**src/rtl/arp_tx.sv**
```systemverilog
// ARP payload transmitter: arbitrates local ARP requests against replies for arp_rx,
// requests the MAC transmit slot and streams the 46-byte payload one byte per clock.
module arp_tx #(
    parameter int FRAME_BYTES = 46
) (
    input  logic        clk,
    input  logic        rst_n,
    input  logic [31:0] local_ip_addr,
    input  logic [47:0] local_mac_addr,
    input  logic [31:0] dest_ip_addr,
    input  logic        arp_request_req,
    input  logic        arp_reply_req,
    output logic        arp_reply_ack,
    input  logic [31:0] arp_rec_source_ip_addr,
    input  logic [47:0] arp_rec_source_mac_addr,
    output logic        arp_tx_req,
    input  logic        mac_tx_ack,
    output logic        arp_tx_valid,
    output logic [7:0]  arp_tx_data,
    output logic        arp_tx_end,
    output logic        arp_tx_type,
    output logic [47:0] arp_tx_dest_mac
);

    localparam logic [7:0] LAST_IDX = 8'(FRAME_BYTES - 1);

    typedef enum logic [3:0] {
        S_IDLE       = 4'b0001,
        S_WAIT_GRANT = 4'b0010,
        S_SEND       = 4'b0100,
        S_END        = 4'b1000
    } state_t;

    state_t      state_q, state_d;
    logic [7:0]  cnt_q, cnt_d;
    logic        req_pending_q, req_pending_d;
    logic        accept_req;

    logic        tx_req_q, tx_req_d;
    logic        valid_q, valid_d;
    logic [7:0]  data_q, data_d;
    logic        end_q, end_d;
    logic        ack_q, ack_d;
    logic        type_q, type_d;
    logic [47:0] dest_mac_q, dest_mac_d;

    logic [15:0] op_q, op_d;
    logic [47:0] sha_q, sha_d;
    logic [31:0] spa_q, spa_d;
    logic [47:0] tha_q, tha_d;
    logic [31:0] tpa_q, tpa_d;

    // Byte map of the ARP body for Ethernet/IPv4; everything past byte 27 is pad.
    function automatic logic [7:0] frame_byte(
        input logic [7:0]  idx,
        input logic [15:0] op,
        input logic [47:0] sha,
        input logic [31:0] spa,
        input logic [47:0] tha,
        input logic [31:0] tpa
    );
        logic [7:0] b;
        b = 8'h00;
        case (idx)
            8'd0:  b = 8'h00;
            8'd1:  b = 8'h01;
            8'd2:  b = 8'h08;
            8'd3:  b = 8'h00;
            8'd4:  b = 8'h06;
            8'd5:  b = 8'h04;
            8'd6:  b = op[15:8];
            8'd7:  b = op[7:0];
            8'd8:  b = sha[47:40];
            8'd9:  b = sha[39:32];
            8'd10: b = sha[31:24];
            8'd11: b = sha[23:16];
            8'd12: b = sha[15:8];
            8'd13: b = sha[7:0];
            8'd14: b = spa[31:24];
            8'd15: b = spa[23:16];
            8'd16: b = spa[15:8];
            8'd17: b = spa[7:0];
            8'd18: b = tha[47:40];
            8'd19: b = tha[39:32];
            8'd20: b = tha[31:24];
            8'd21: b = tha[23:16];
            8'd22: b = tha[15:8];
            8'd23: b = tha[7:0];
            8'd24: b = tpa[31:24];
            8'd25: b = tpa[23:16];
            8'd26: b = tpa[15:8];
            8'd27: b = tpa[7:0];
            default: b = 8'h00;
        endcase
        return b;
    endfunction

    always_comb begin
        state_d    = state_q;
        cnt_d      = cnt_q;
        accept_req = 1'b0;
        tx_req_d   = tx_req_q;
        valid_d    = 1'b0;
        data_d     = 8'h00;
        end_d      = 1'b0;
        ack_d      = 1'b0;
        type_d     = type_q;
        dest_mac_d = dest_mac_q;
        op_d       = op_q;
        sha_d      = sha_q;
        spa_d      = spa_q;
        tha_d      = tha_q;
        tpa_d      = tpa_q;

        case (state_q)
            S_IDLE: begin
                cnt_d = 8'd0;
                if (arp_reply_req) begin
                    state_d    = S_WAIT_GRANT;
                    tx_req_d   = 1'b1;
                    ack_d      = 1'b1;
                    type_d     = 1'b1;
                    dest_mac_d = arp_rec_source_mac_addr;
                    op_d       = 16'h0002;
                    sha_d      = local_mac_addr;
                    spa_d      = local_ip_addr;
                    tha_d      = arp_rec_source_mac_addr;
                    tpa_d      = arp_rec_source_ip_addr;
                end else if (req_pending_q) begin
                    accept_req = 1'b1;
                    state_d    = S_WAIT_GRANT;
                    tx_req_d   = 1'b1;
                    type_d     = 1'b0;
                    dest_mac_d = 48'hFFFF_FFFF_FFFF;
                    op_d       = 16'h0001;
                    sha_d      = local_mac_addr;
                    spa_d      = local_ip_addr;
                    tha_d      = 48'h0;
                    tpa_d      = dest_ip_addr;
                end
            end
            S_WAIT_GRANT: begin
                if (mac_tx_ack) begin
                    state_d  = S_SEND;
                    tx_req_d = 1'b0;
                    cnt_d    = 8'd0;
                    valid_d  = 1'b1;
                    data_d   = frame_byte(8'd0, op_q, sha_q, spa_q, tha_q, tpa_q);
                end
            end
            S_SEND: begin
                // cnt_q indexes the byte currently on the output register.
                if (cnt_q == LAST_IDX) begin
                    state_d = S_END;
                end else begin
                    cnt_d   = cnt_q + 8'd1;
                    valid_d = 1'b1;
                    data_d  = frame_byte(cnt_d, op_q, sha_q, spa_q, tha_q, tpa_q);
                    end_d   = (cnt_d == LAST_IDX);
                end
            end
            S_END: begin
                state_d = S_IDLE;
                cnt_d   = 8'd0;
            end
            default: begin
                state_d = S_IDLE;
                cnt_d   = 8'd0;
            end
        endcase

        // A pulse in the same cycle as acceptance re-arms the flag.
        req_pending_d = (req_pending_q & ~accept_req) | arp_request_req;
    end

    always_ff @(posedge clk or negedge rst_n) begin
        if (!rst_n) begin
            state_q       <= S_IDLE;
            cnt_q         <= 8'd0;
            req_pending_q <= 1'b0;
            tx_req_q      <= 1'b0;
            valid_q       <= 1'b0;
            data_q        <= 8'h00;
            end_q         <= 1'b0;
            ack_q         <= 1'b0;
            type_q        <= 1'b0;
            dest_mac_q    <= 48'h0;
        end else begin
            state_q       <= state_d;
            cnt_q         <= cnt_d;
            req_pending_q <= req_pending_d;
            tx_req_q      <= tx_req_d;
            valid_q       <= valid_d;
            data_q        <= data_d;
            end_q         <= end_d;
            ack_q         <= ack_d;
            type_q        <= type_d;
            dest_mac_q    <= dest_mac_d;
        end
    end

    // Frame fields are only consumed after acceptance reloads them, so they carry no reset.
    always_ff @(posedge clk) begin
        op_q  <= op_d;
        sha_q <= sha_d;
        spa_q <= spa_d;
        tha_q <= tha_d;
        tpa_q <= tpa_d;
    end

    assign arp_tx_req      = tx_req_q;
    assign arp_tx_valid    = valid_q;
    assign arp_tx_data     = data_q;
    assign arp_tx_end      = end_q;
    assign arp_reply_ack   = ack_q;
    assign arp_tx_type     = type_q;
    assign arp_tx_dest_mac = dest_mac_q;

endmodule

```
**config.mk**
```make
export PLATFORM = sky130hd
export DESIGN_NAME = arp_tx
export DESIGN_NICKNAME = d
export VERILOG_FILES = /design/src/rtl/arp_tx.sv
export SDC_FILE = /design/constraint.sdc
export NUM_CORES = 1
export LEC_CHECK = 0
export ABC_AREA = 1
export BUFFER_PORTS_ARGS = -buffer_cell sky130_fd_sc_hd__buf_4
export CAP_MARGIN = 10
export CORE_AREA = 4 4 145 147
export CTS_CLUSTER_DIAMETER = 200
export DETAILED_ROUTE_END_ITERATION = 7
export DIE_AREA = 0 0 149 151
export PLACE_DENSITY_LB_ADDON = 0.1
export SYNTH_ARGS = -nofsm -noshare
export SYNTH_HDL_FRONTEND = slang
export SYNTH_SLANG_ARGS = --single-unit
```
**constraint.sdc**
```tcl
create_clock -name clk -period 8.1 [get_ports clk]
set_input_delay 1.215 -clock clk [delete_from_list [all_inputs] [get_ports clk]]
set_output_delay 1.215 -clock clk [all_outputs]
set_load 0.02 [all_outputs]
```
; ---- Yosys cells after proc, flatten, opt, wreduce, memory -nomap -nowiden
; Index checks and enable logic that the tools add are counted.
[word_totals]
ff_bits = 236
output_inout_bits = 61
[classes]
mux = 38
n_reduce_logical = 6
bitwise_logic = 3
add_sub_neg = 1
eq_ne = 34
[op_table]
columns = cell, count
row1 = $mux W48, 6
row2 = $pmux W8 S25, 1
row3 = $mux W32, 4
row4 = $eq A8 B5 Y1 const B, 12
row5 = $eq A8 B4 Y1 const B, 8
row6 = $mux W8, 4
row7 = $eq A8 B3 Y1 const B, 3
row8 = $eq A8 B6 Y1 const B, 2
row9 = $mux W4, 4
row10 = $pmux W8 S2, 1
row11 = $mux W1, 14
row12 = $pmux W4 S3, 1
row13 = $add A8 B1 Y8 const B, 1
row14 = $eq A8 B1 Y1 const B, 1
row15 = $eq A8 B2 Y1 const B, 1
row16 = $ne A2 B2 Y1 const B, 3
row17 = $reduce_and A3 Y1, 2
row18 = $eq A4 B1 Y1 const B, 1
row19 = $eq A4 B2 Y1 const B, 1
row20 = $eq A4 B3 Y1 const B, 1
row21 = $pmux W1 S2, 2
row22 = $reduce_and A2 Y1, 2
row23 = $reduce_bool A2 Y1, 2
row24 = $ne A3 B3 Y1 const B, 1
row25 = other kinds (4), 4

; ---- Logic depth before layout (Yosys ltp)
; Gate-level depths: netlist of run 1.
[logic_depth]
word_depth = 6
mapped_depth = 16
depth_no_buf = 16

; ---- Least setup slack after synthesis of run 1
; Ideal clock, no wire load.
[synth_timing]
path_kind = input to register
start = in arp_reply_req
end = reg op_q[0], enable pin
n_path_buf = 2
arrival_time_ps = 6366
cell_stages = 4
setup_time_ps = 590
path_slack_ps = 1143
path_cell_list = clkbuf_1 o21ai_0 inv_1 clkbuf_1
[synth_between]
elab_chain_cells = 2
[synth_rtl]
columns = item, line
row1 = "start, declared", 12  ; input logic arp_reply_req,
row2 = $reduce_bool A2 Y1 (no source line), --
row3 = $reduce_and A2 Y1 (no source line), --
row4 = "end signal, assigned", 204  ; op_q <= op_d;
row5 = "end, declared", 47  ; logic [15:0] op_q, op_d;
; No other way between the ends.
; A chain may end at the register's enable or synchronous reset.

; ---- Worst setup path after layout of run 1
[layout_timing]
start = reg state_q[0]
end = reg tha_q[32], enable pin
[layout_between]
elab_chain_cells = 2
[layout_rtl]
columns = item, line
row1 = "start, declared", 34  ; state_t state_q, state_d;
row2 = "start signal, assigned", 189  ; state_q <= state_d;
row3 = $eq A4 B1 Y1, 115  ; case (state_q)
row4 = $reduce_and A2 Y1 (no source line), --
row5 = "end signal, assigned", 207  ; tha_q <= tha_d;
row6 = "end, declared", 50  ; logic [47:0] tha_q, tha_d;
; No other way between the ends.

==> flow_metrics.py, run 1 <==
metrics = {
    "pwr": {
        "pwr-share-comb_pct": 22.4,
        "p_int_mw": 2.78,
        "peakVddDrop_mv": 0.221,
        "switching_share_pct": 30.5,
        "seqPwrFrac_pct": 51.3,
        "power.share.clock_pct": 26.3,
        "power.total_mw": 4.01,
        "p_switching_mw": 1.22,
        "p_leak_nw": 6.20,
        "power.density_nw_per_um2": 302,
    },
    "cts": {
        "cts_setup_buffers": 0,
        "postCtsHoldBufs": 0,
        "path_clk_slew_ps": 60,
        "htreeDepth": 1,
        "cts_num_sinks": 236,
        "clk_latency_ps": 530,
        "root_buffer": "clkbuf_16",
        "clockBufferDepth": 3,
        "numCtsBuffers": 25,
        "cts_tree": "done",
        "cts_resized": 0,
    },
    "timing": {
        "max_freq_ghz": 0.289,
        "hold_slack_ps": 510,
        "rsz0062_at_grt": "no",
        "clock_skew_ps": 12.9,
        "worst_slack_ps": 4640,
        "period_needed_ps": 3460,
        "worst_slew_pin_slew_ps": 1100,
        "hold_viol_final": 0,
        "maxSlewHeadroom_pct": 26.5,
        "slew_viol_final": 0,
        "setup_viol": 0,
        "tns_ps": 0,
        "fin_crit_sh_pct": 42.8,
    },
    "floorplanning": {
        "io_pins": 258,
        "initial_utilization_pct": 52.1,
        "fp-row-count": 52,
        "die-height_um": 151,
        "dieWidth_um": 149,
        "dieArea_um2": 22500,
        "core_area_um2": 19900,
    },
    "layout": {
        "drive_gt1_share_pct": 24.5,
        "finalCoreUtilization_pct": 66.7,
        "area_growth_pct": 28.0,
        "fin_area_um2": 13300,
        "nets": 1499,
        "layout_common_cells": "nand2_1, buf_4, edfxtp_1",
        "diodes": 0,
        "final_common_cell": "nand2_1",
        "final-instance-count-excl-fill": 1585,
    },
    "place": {
        "pre_cts_slack_ps": 4370,
        "place_hpwl_mm": 20.9,
        "placed_area_um2": 12500,
        "dp_cells": 1539,
        "io_buffers": 257,
        "place.gp.congestion": 0.901,
    },
    "synthesis": {
        "synth_xor_area_share_pct": 0.0844,
        "synth_simple_gate_area_share_pct": 23.4,
        "synth_fp_nets": 1244,
        "synth_area_per_cell_um2": 9.97,
        "ys_types": 31,
        "synth-compound-area-share_pct": 5.70,
        "synth_top_family_by_area": "simple AND/OR/NAND/NOR gates",
        "synth_fa_ha_area_share_pct": 0.723,
        "ys.warnings.count": 0,
        "synth_area_um2": 10400,
        "ys_seq_area_share_pct": 64.7,
        "ys_ff_latch": 236,
        "yosys-mux-area-fraction_pct": 0,
        "synthCells": 1041,
    },
    "drt": {
        "vias_per_cell": 5.15,
        "drt_first_pass_iters": 7,
        "drtAntennaViolNets": 0,
        "drt_iter0_drc": 791,
        "totalWireLength_mm": 29.4,
        "route.detailed.drc": 0,
        "num_vias": 8158,
        "wire_per_inst_um": 18.6,
    },
    "setup_path": {
        "worstReg2RegEnd": "tha_q[32]",
        "path_cells": "inv_1 -> nor4_1 -> o21ai_0 -> inv_8 -> buf_4",
        "required_ps": 8250,
        "worstSetupStartpointType": "flip-flop",
        "critPathKind": "reg2reg",
        "cpPeakStageDelay_ps": 870,
        "r2r_cells": 5,
        "critPathMaxFanout": 130,
        "critPathCaptureType": "flip-flop",
        "r2r_setup_slack_ps": 4640,
        "rr_startpoint": "state_q[0]",
        "arrival_ps": 3620,
        "critPathSlowestCell": "buf_4",
    },
    "global_routing": {
        "first_global_vias": 7985,
        "grt_max_degree": 131,
        "antenna_found_initial": 1,
        "gr-total-overflow": 0,
        "grtUsageTotal_pct": 25.6,
        "grt_first_pass_wirelength_mm": 43.9,
    },
    "job": {
        "drv_cap": 0,
    },
    "outcome": {
        "status": "finished, final reports clean",
    },
    "worst_hold_path": {
        "hold_class": "reg2reg",
        "min_from": "arp_tx_dest_mac[39]",
        "hold_end": "arp_tx_dest_mac[39]",
        "hold_path_depth": 1,
    },
}
area by class of cell:
class	count	area, um^2
Inverter	107	409
Timing Repair Buffer	262	1970
Fill cell	1683	6630
Multi-Input combinational cell	664	3110
Clock buffer	40	702
Sequential cell	236	6720
Tap cell	270	338
Clock inverter	6	43.8
logic make-up after synthesis:
logic type / count (synthesis)
buf+inv: 141
compound gates: 78
simple gates: 579
fa+ha+maj: 6
flops: 236
xor+xnor: 1
worst max path at each step:
stage	from	end	slack, ps	cells past startpoint
after CTS	state_q[0]	tha_q[24]	4590	5
after detailed placement	arp_reply_req	tha_q[32]	4370	4
after floorplan	arp_reply_req	op_q[0]	1140	4
final	state_q[0]	tha_q[32]	4640	5
after global placement	arp_reply_req	tha_q[24]	4450	4
after global routing	state_q[0]	tha_q[7]	4290	5
cells in the mapped netlist, drive strengths merged:
cell      n  area share (%)
a21oi     3            0.14
a31oi     1           0.060
buf      11            0.65
clkbuf   23            0.83
clkinv    1           0.036
dfrtp    73              18
dfstp     1            0.25
edfxtp  162              47
ha        6            0.72
inv     106             3.8
nand2   358              13
nand3   107             5.2
nand4     3            0.18
nor2    107             4.8
nor3      2           0.096
nor4      2            0.12
o21ai    19            0.95
o21bai    2            0.18
o22a     48             4.1
o22ai     4            0.24
o31ai     1           0.072
xor2      1           0.084
per-layer routing:
layer  GRT usage [%]  part of all wire [%]
met5               0                 0.068
met1            34.3                    39
met2            41.7                    48
met4            8.01                   3.4
met3            6.16                   9.5
critical path: cells and delay by family (launching register included):
family | cells | cell delay, ps
flip-flops | 1 | 510
buffers and inverters | 3 | 1680
AND/OR/NAND/NOR | 1 | 400
AO/OA/AOI/OAI | 1 | 440
sequential cells by signal, indices dropped and copies added (netlist names), 2 cells and up:
name and count:
tpa_q 32, arp_tx_data 8, sha_q 48, cnt_q 8, arp_tx_dest_mac 48, spa_q 32, state_q 4, tha_q 48
op_q 2
power by group through the flow:
stage,clock network [mW],logic [mW],registers (mW)
2_1_floorplan,0,0.413,2.21
6_report,1.05,0.897,2.05
5_1_grt,1.12,0.976,2.09
3_3_place_gp,0,0.893,2.06
3_5_place_dp,0,0.910,2.07
4_1_cts,1.07,0.909,2.05
Note: power is estimated with default switching activity, not from simulation.
==> inputs of run 2 (changes only) <==
Clock period 8.1 ns to 3.5 ns, I/O delays scaled along.
==> run 2 against run 1 <==
  * Setup slack worse by 3800 ps
  * Combinational power rose to 2.5 times the previous value
  * Core utilization up 0.67 points
  * Clock skew up 13 ps
  * Sequential cell count unchanged
  * Register-to-register slack worse by 3800 ps
  * Die area unchanged
  * Maximum frequency up 29%
  * Critical path depth unchanged
  * Critical endpoint is now tpa_q[4]
  * Largest cell class unchanged
  * Largest power group unchanged
  * Highest routed layer is now met4
==> flow_metrics.py, run 2 (synthesis gave the netlist of run 1 again) <==
metrics = {
    "outcome": {
        "status": "finished, final reports clean",
    },
    "drt": {
        "drt_first_pass_iters": 5,
        "route.detailed.drc": 0,
        "totalWireLength_mm": 30.1,
        "drtAntennaViolNets": 0,
        "num_vias": 8438,
        "wire_per_inst_um": 18.8,
        "drt_iter0_drc": 640,
        "vias_per_cell": 5.29,
    },
    "floorplanning": {
        "die-height_um": 151,
        "core_area_um2": 19900,
        "initial_utilization_pct": 52.1,
        "dieWidth_um": 149,
        "io_pins": 258,
        "fp-row-count": 52,
        "dieArea_um2": 22500,
    },
    "timing": {
        "max_freq_ghz": 0.372,
        "tns_ps": 0,
        "clock_skew_ps": 25.6,
        "fin_crit_sh_pct": 76.8,
        "worst_slew_pin_slew_ps": 861,
        "maxSlewHeadroom_pct": 42.0,
        "slew_viol_final": 0,
        "hold_slack_ps": 167,
        "period_needed_ps": 2690,
        "setup_viol": 0,
        "rsz0062_at_grt": "no",
        "hold_viol_final": 0,
        "worst_slack_ps": 812,
    },
    "place": {
        "pre_cts_slack_ps": 826,
        "placed_area_um2": 12700,
        "place_hpwl_mm": 22.5,
        "io_buffers": 257,
        "place.gp.congestion": 0.947,
    },
    "global_routing": {
        "grtUsageTotal_pct": 26.5,
        "grt_max_degree": 87,
        "antenna_found_initial": 0,
        "gr-total-overflow": 0,
        "first_global_vias": 8237,
        "grt_first_pass_wirelength_mm": 45.8,
    },
    "cts": {
        "numCtsBuffers": 24,
        "htreeDepth": 1,
        "clk_latency_ps": 530,
        "postCtsHoldBufs": 1,
        "cts_tree": "done",
        "path_clk_slew_ps": 60,
        "clockBufferDepth": 3,
        "root_buffer": "clkbuf_16",
        "cts_resized": 0,
        "cts_num_sinks": 236,
        "cts_setup_buffers": 0,
    },
    "setup_path": {
        "arrival_ps": 2900,
        "critPathMaxFanout": 86,
        "critPathCaptureType": "flip-flop",
        "r2r_cells": 5,
        "critPathKind": "reg2reg",
        "worstSetupStartpointType": "flip-flop",
        "required_ps": 3710,
    },
    "layout": {
        "multi_input_area_um2": 3110,
        "final_common_cell": "nand2_1",
        "nFillCells": 1638,
        "fin_area_um2": 13400,
        "nets": 1511,
        "layout_common_cells": "nand2_1, buf_4, edfxtp_1",
        "drive_gt1_share_pct": 25.3,
        "area_growth_pct": 29.3,
        "diodes": 0,
        "seqCellArea_um2": 6720,
    },
    "worst_hold_path": {
        "hold_path_depth": 1,
        "hold_class": "in2reg",
    },
    "pwr": {
        "power.total_mw": 9.46,
        "power.density_nw_per_um2": 705,
        "peakVddDrop_mv": 0.479,
        "p_leak_nw": 6.27,
    },
    "job": {
        "drv_cap": 0,
    },
}
-- run 2: cell count changes in the layout (fill, tap and decap cells not counted), sizes merged --
cell	before	now
inv	107	106
buf	262	274
dlygate4sd3	0	1
clkbuf	40	39
-- run 2: final timing paths --
kind                            slack, ps             endpoint          startpoint
worst max-delay path                  810             tpa_q[4]          state_q[0]
worst min-delay path                  170            sha_q[24]  local_mac_addr[24]
worst max register to register        810             tpa_q[4]          state_q[0]
worst min register to register        490          arp_tx_type         arp_tx_type
max in group asynchronous            2250  arp_tx_dest_mac[24]               rst_n
min in group asynchronous             470       arp_tx_data[2]               rst_n
-- run 2: power breakdown --
part	internal [mW]	switching, mW
combinational	0.838	1.42
clock	1.38	1.04
sequential	4.33	0.454
-- run 2: final cells by class --
cell class / count / share of cell area (%)
Inverter: 107 / 3.05
Multi-Input combinational cell: 664 / 23.1
Clock buffer: 39 / 5.27
Tap cell: 270 / 2.52
Clock inverter: 5 / 0.261
Sequential cell: 236 / 50.1
Timing Repair Buffer: 275 / 15.7
-- run 2: critical path: stages (launching register included) --
cell and delay [ps]:
dfstp_2 510, inv_1 50, nor4_1 410, o21ai_0 450, inv_8 590, buf_4 340
-- run 2: layer usage --
layer  part of all wire [%]  track usage (%)  vias to the layer above
li1                       -                -                     3985
met1                     40             36.9                     3979
met2                     48             43.1                      411
met3                    9.4             5.80                       63
met4                    2.5             6.36                        0
met5                      0                0                        -
-- run 2: metrics by stage --
stage / cells / utilization, %
2_1_floorplan: 1041 / -
3_3_place_gp: 1551 / 63.6
3_5_place_dp: 1551 / 63.6
4_1_cts: 1596 / 67.4
5_1_grt: 1596 / 67.4
6_report: 1596 / 67.4
==> inputs of run 3 (changes only) <==
Settings changed: ABC_AREA 1 to 0, CORE_AREA 4 4 145 147 to 4 4 144 146, DIE_AREA 0 0 149 151 to 0 0 148 150.
Clock period 3.5 ns to 2.7 ns, I/O delays scaled along.
==> run 3 against run 2 <==
  * Global-route usage decreased by 1.1 points
  * First-iteration DRC count increased by 4.7%
  * Clock skew decreased by 13 ps
  * Highest routed layer unchanged
  * Clock power increased by 38%
  * Cell area increased by 0.21%
  * Largest cell class unchanged
  * Combinational power increased by 44%
  * Sequential cell count unchanged
==> flow_metrics.py, run 3 <==
metrics = {
    "cts": {
        "cts_tree": "done",
        "root_buffer": "clkbuf_16",
        "clk_latency_ps": 540,
        "path_clk_slew_ps": 60,
        "cts_num_sinks": 236,
        "htreeDepth": 1,
        "cts_setup_buffers": 0,
        "numCtsBuffers": 25,
        "clockBufferDepth": 3,
    },
    "setup_path": {
        "critPathCaptureType": "flip-flop",
        "worstSetupStartpointType": "flip-flop",
        "critPathMaxFanout": 14,
        "arrival_ps": 2940,
        "cpPeakStageDelay_ps": 460,
        "critPathSlowestCell": "dfrtp_1",
        "path_cells": "ha_2 -> buf_4 -> nor3b_2 -> inv_1 -> nand2_1 -> a32oi_1 -> o22a_1 -> a41oi_1",
        "required_ps": 3130,
        "critPathKind": "reg2reg",
    },
    "synthesis": {
        "ys_types": 73,
        "ys.warnings.count": 0,
        "synth-edff-count": 162,
        "synth_area_per_cell_um2": 13.8,
        "synthTopCellsByCount": "edfxtp_1, dfrtp_1, and2_1",
        "synth.most_common_cell": "edfxtp_1",
        "synth.area.top_cells": "edfxtp_1, dfrtp_1, o22a_1",
        "ys_ff_latch": 236,
        "synthCells": 739,
        "synth_fp_nets": 942,
        "synth-main-ff-cell": "edfxtp_1",
        "yosys.area.top_type": "edfxtp_1",
        "ys_seq_area_share_pct": 65.8,
        "synth_top_area_share_pct": 47.6,
        "synth_area_um2": 10200,
        "async_reset_ff_share_pct": 31.4,
    },
    "pwr": {
        "power.share.clock_pct": 26.4,
        "peakVddDrop_mv": 0.683,
        "power.density_nw_per_um2": 937,
        "pwr-share-comb_pct": 25.9,
        "p_switching_mw": 3.81,
        "switching_share_pct": 30.3,
        "p_leak_nw": 5.19,
        "p_int_mw": 8.78,
        "seqPwrFrac_pct": 47.7,
    },
    "timing": {
        "slew_viol_final": 0,
        "max_freq_ghz": 0.399,
        "rsz0062_at_grt": "no",
        "period_needed_ps": 2510,
        "worst_slack_ps": 192,
        "worst_slew_pin_slew_ps": 605,
        "maxSlewHeadroom_pct": 59.7,
        "setup_viol": 0,
        "hold_viol_final": 0,
        "clock_skew_ps": 12.6,
        "tns_ps": 0,
        "fin_crit_sh_pct": 92.9,
    },
    "layout": {
        "area_growth_pct": 31.7,
        "layout_common_cells": "buf_4, edfxtp_1, dfrtp_1",
        "nFillCells": 1520,
        "drive_gt1_share_pct": 38.3,
        "diodes": 0,
        "final_common_cell": "buf_4",
        "nets": 1211,
    },
    "floorplanning": {
        "core_area_um2": 19400,
        "fp-row-count": 51,
        "dieArea_um2": 22200,
        "initial_utilization_pct": 52.6,
        "io_pins": 258,
        "dieWidth_um": 148,
        "die-height_um": 150,
    },
    "global_routing": {
        "grt_max_degree": 53,
        "first_global_vias": 7784,
        "grt_first_pass_wirelength_mm": 43.6,
        "grtUsageTotal_pct": 25.4,
        "antenna_found_initial": 1,
        "gr-total-overflow": 0,
    },
    "place": {
        "pre_cts_slack_ps": 69.4,
        "io_buffers": 257,
        "place_hpwl_mm": 20.7,
        "place.gp.congestion": 0.939,
    },
    "drt": {
        "wire_per_inst_um": 22.1,
        "num_vias": 7470,
        "totalWireLength_mm": 28.5,
        "drt_iter0_drc": 670,
        "vias_per_cell": 5.78,
        "route.detailed.drc": 0,
        "drtAntennaViolNets": 0,
        "drt_first_pass_iters": 6,
    },
    "outcome": {
        "status": "finished, final reports clean",
    },
    "worst_hold_path": {
        "hold_class": "in2reg",
    },
    "job": {
        "drv_cap": 0,
    },
}
-- run 3: layout make-up --
type,count,area (um^2),share of cell area [%]
Clock buffer,35,673,5.01
Clock inverter,11,118,0.875
Inverter,17,63.8,0.475
Multi-Input combinational cell,430,3210,23.9
Sequential cell,236,6720,50.0
Tap cell,265,332,2.47
Timing Repair Buffer,298,2330,17.3
-- run 3: through the flow --
stage / hold WS [ps] / cells / area (um^2) / utilization [%] / power (mW)
2_1_floorplan: 109 / 739 / 10200 / - / 7.73
3_3_place_gp: 361 / 1245 / 12600 / 65.1 / 9.29
4_1_cts: 28.9 / 1292 / 13400 / 69.2 / 12.7
6_report: 40.8 / 1292 / 13400 / 69.3 / 12.6
5_1_grt: 27.1 / 1292 / 13400 / 69.3 / 13.2
3_5_place_dp: 362 / 1245 / 12600 / 65.1 / 9.34
-- run 3: cells by family after synthesis --
kind of cell | share of synthesized area [%]
xor gates and xnor gates | 0.331
buffers and inverters | 3.14
AOI/OAI and AO/OA | 17.9
and+or+nand+nor | 7.83
DFF | 65.8
muxes | 4.24
adders and majority gates | 0.735
-- run 3: path summary, 6_finish.rpt --
path	start	end	slack [ps]	cells past startpoint
worst max register to register	cnt_q[0]	arp_tx_data[3]	190	8
worst min-delay path	local_mac_addr[47]	sha_q[47]	40	1
max in group asynchronous	rst_n	state_q[0]	1700	3
min in group asynchronous	rst_n	arp_tx_dest_mac[6]	340	2
worst max-delay path	cnt_q[0]	arp_tx_data[3]	190	8
worst min register to register	arp_tx_req	arp_tx_req	480	1
-- run 3: metal layers --
| layer | vias up | global-route usage (%) | part of all wire, % |
|---|---|---|---|
| met2 | 348 | 42.3 | 50 |
| met5 | - | 0 | 0 |
| met1 | 3640 | 33.9 | 39 |
| met4 | 0 | 7.25 | 2.8 |
| met3 | 58 | 5.91 | 8.2 |
| li1 | 3424 | - | - |
-- run 3: critical path, delay by kind of cell (launching register included) --
| family | cells | cell delay, ps |
|---|---|---|
| AOI/OAI and AO/OA | 3 | 620 |
| adders and majority gates | 1 | 280 |
| buffers and inverters | 2 | 300 |
| DFF | 1 | 460 |
| and+or+nand+nor | 2 | 760 |
-- run 3: what timing repair did --
item,4_1_cts,5_1_grt
hold buffers,1,0
gates resized for setup,0,6
endpoints found under the hold margin,29,0
setup endpoints to repair,0,8
-- run 3: power by group through the flow --
stage / sequential (mW) / combinational [mW] / clock (mW)
finish: 6.01 / 3.26 / 3.33
global route: 6.12 / 3.52 / 3.54
CTS: 6.00 / 3.30 / 3.36
detailed placement: 6.05 / 3.29 / 0
global placement: 6.02 / 3.27 / 0
floorplan: 6.29 / 1.45 / 0
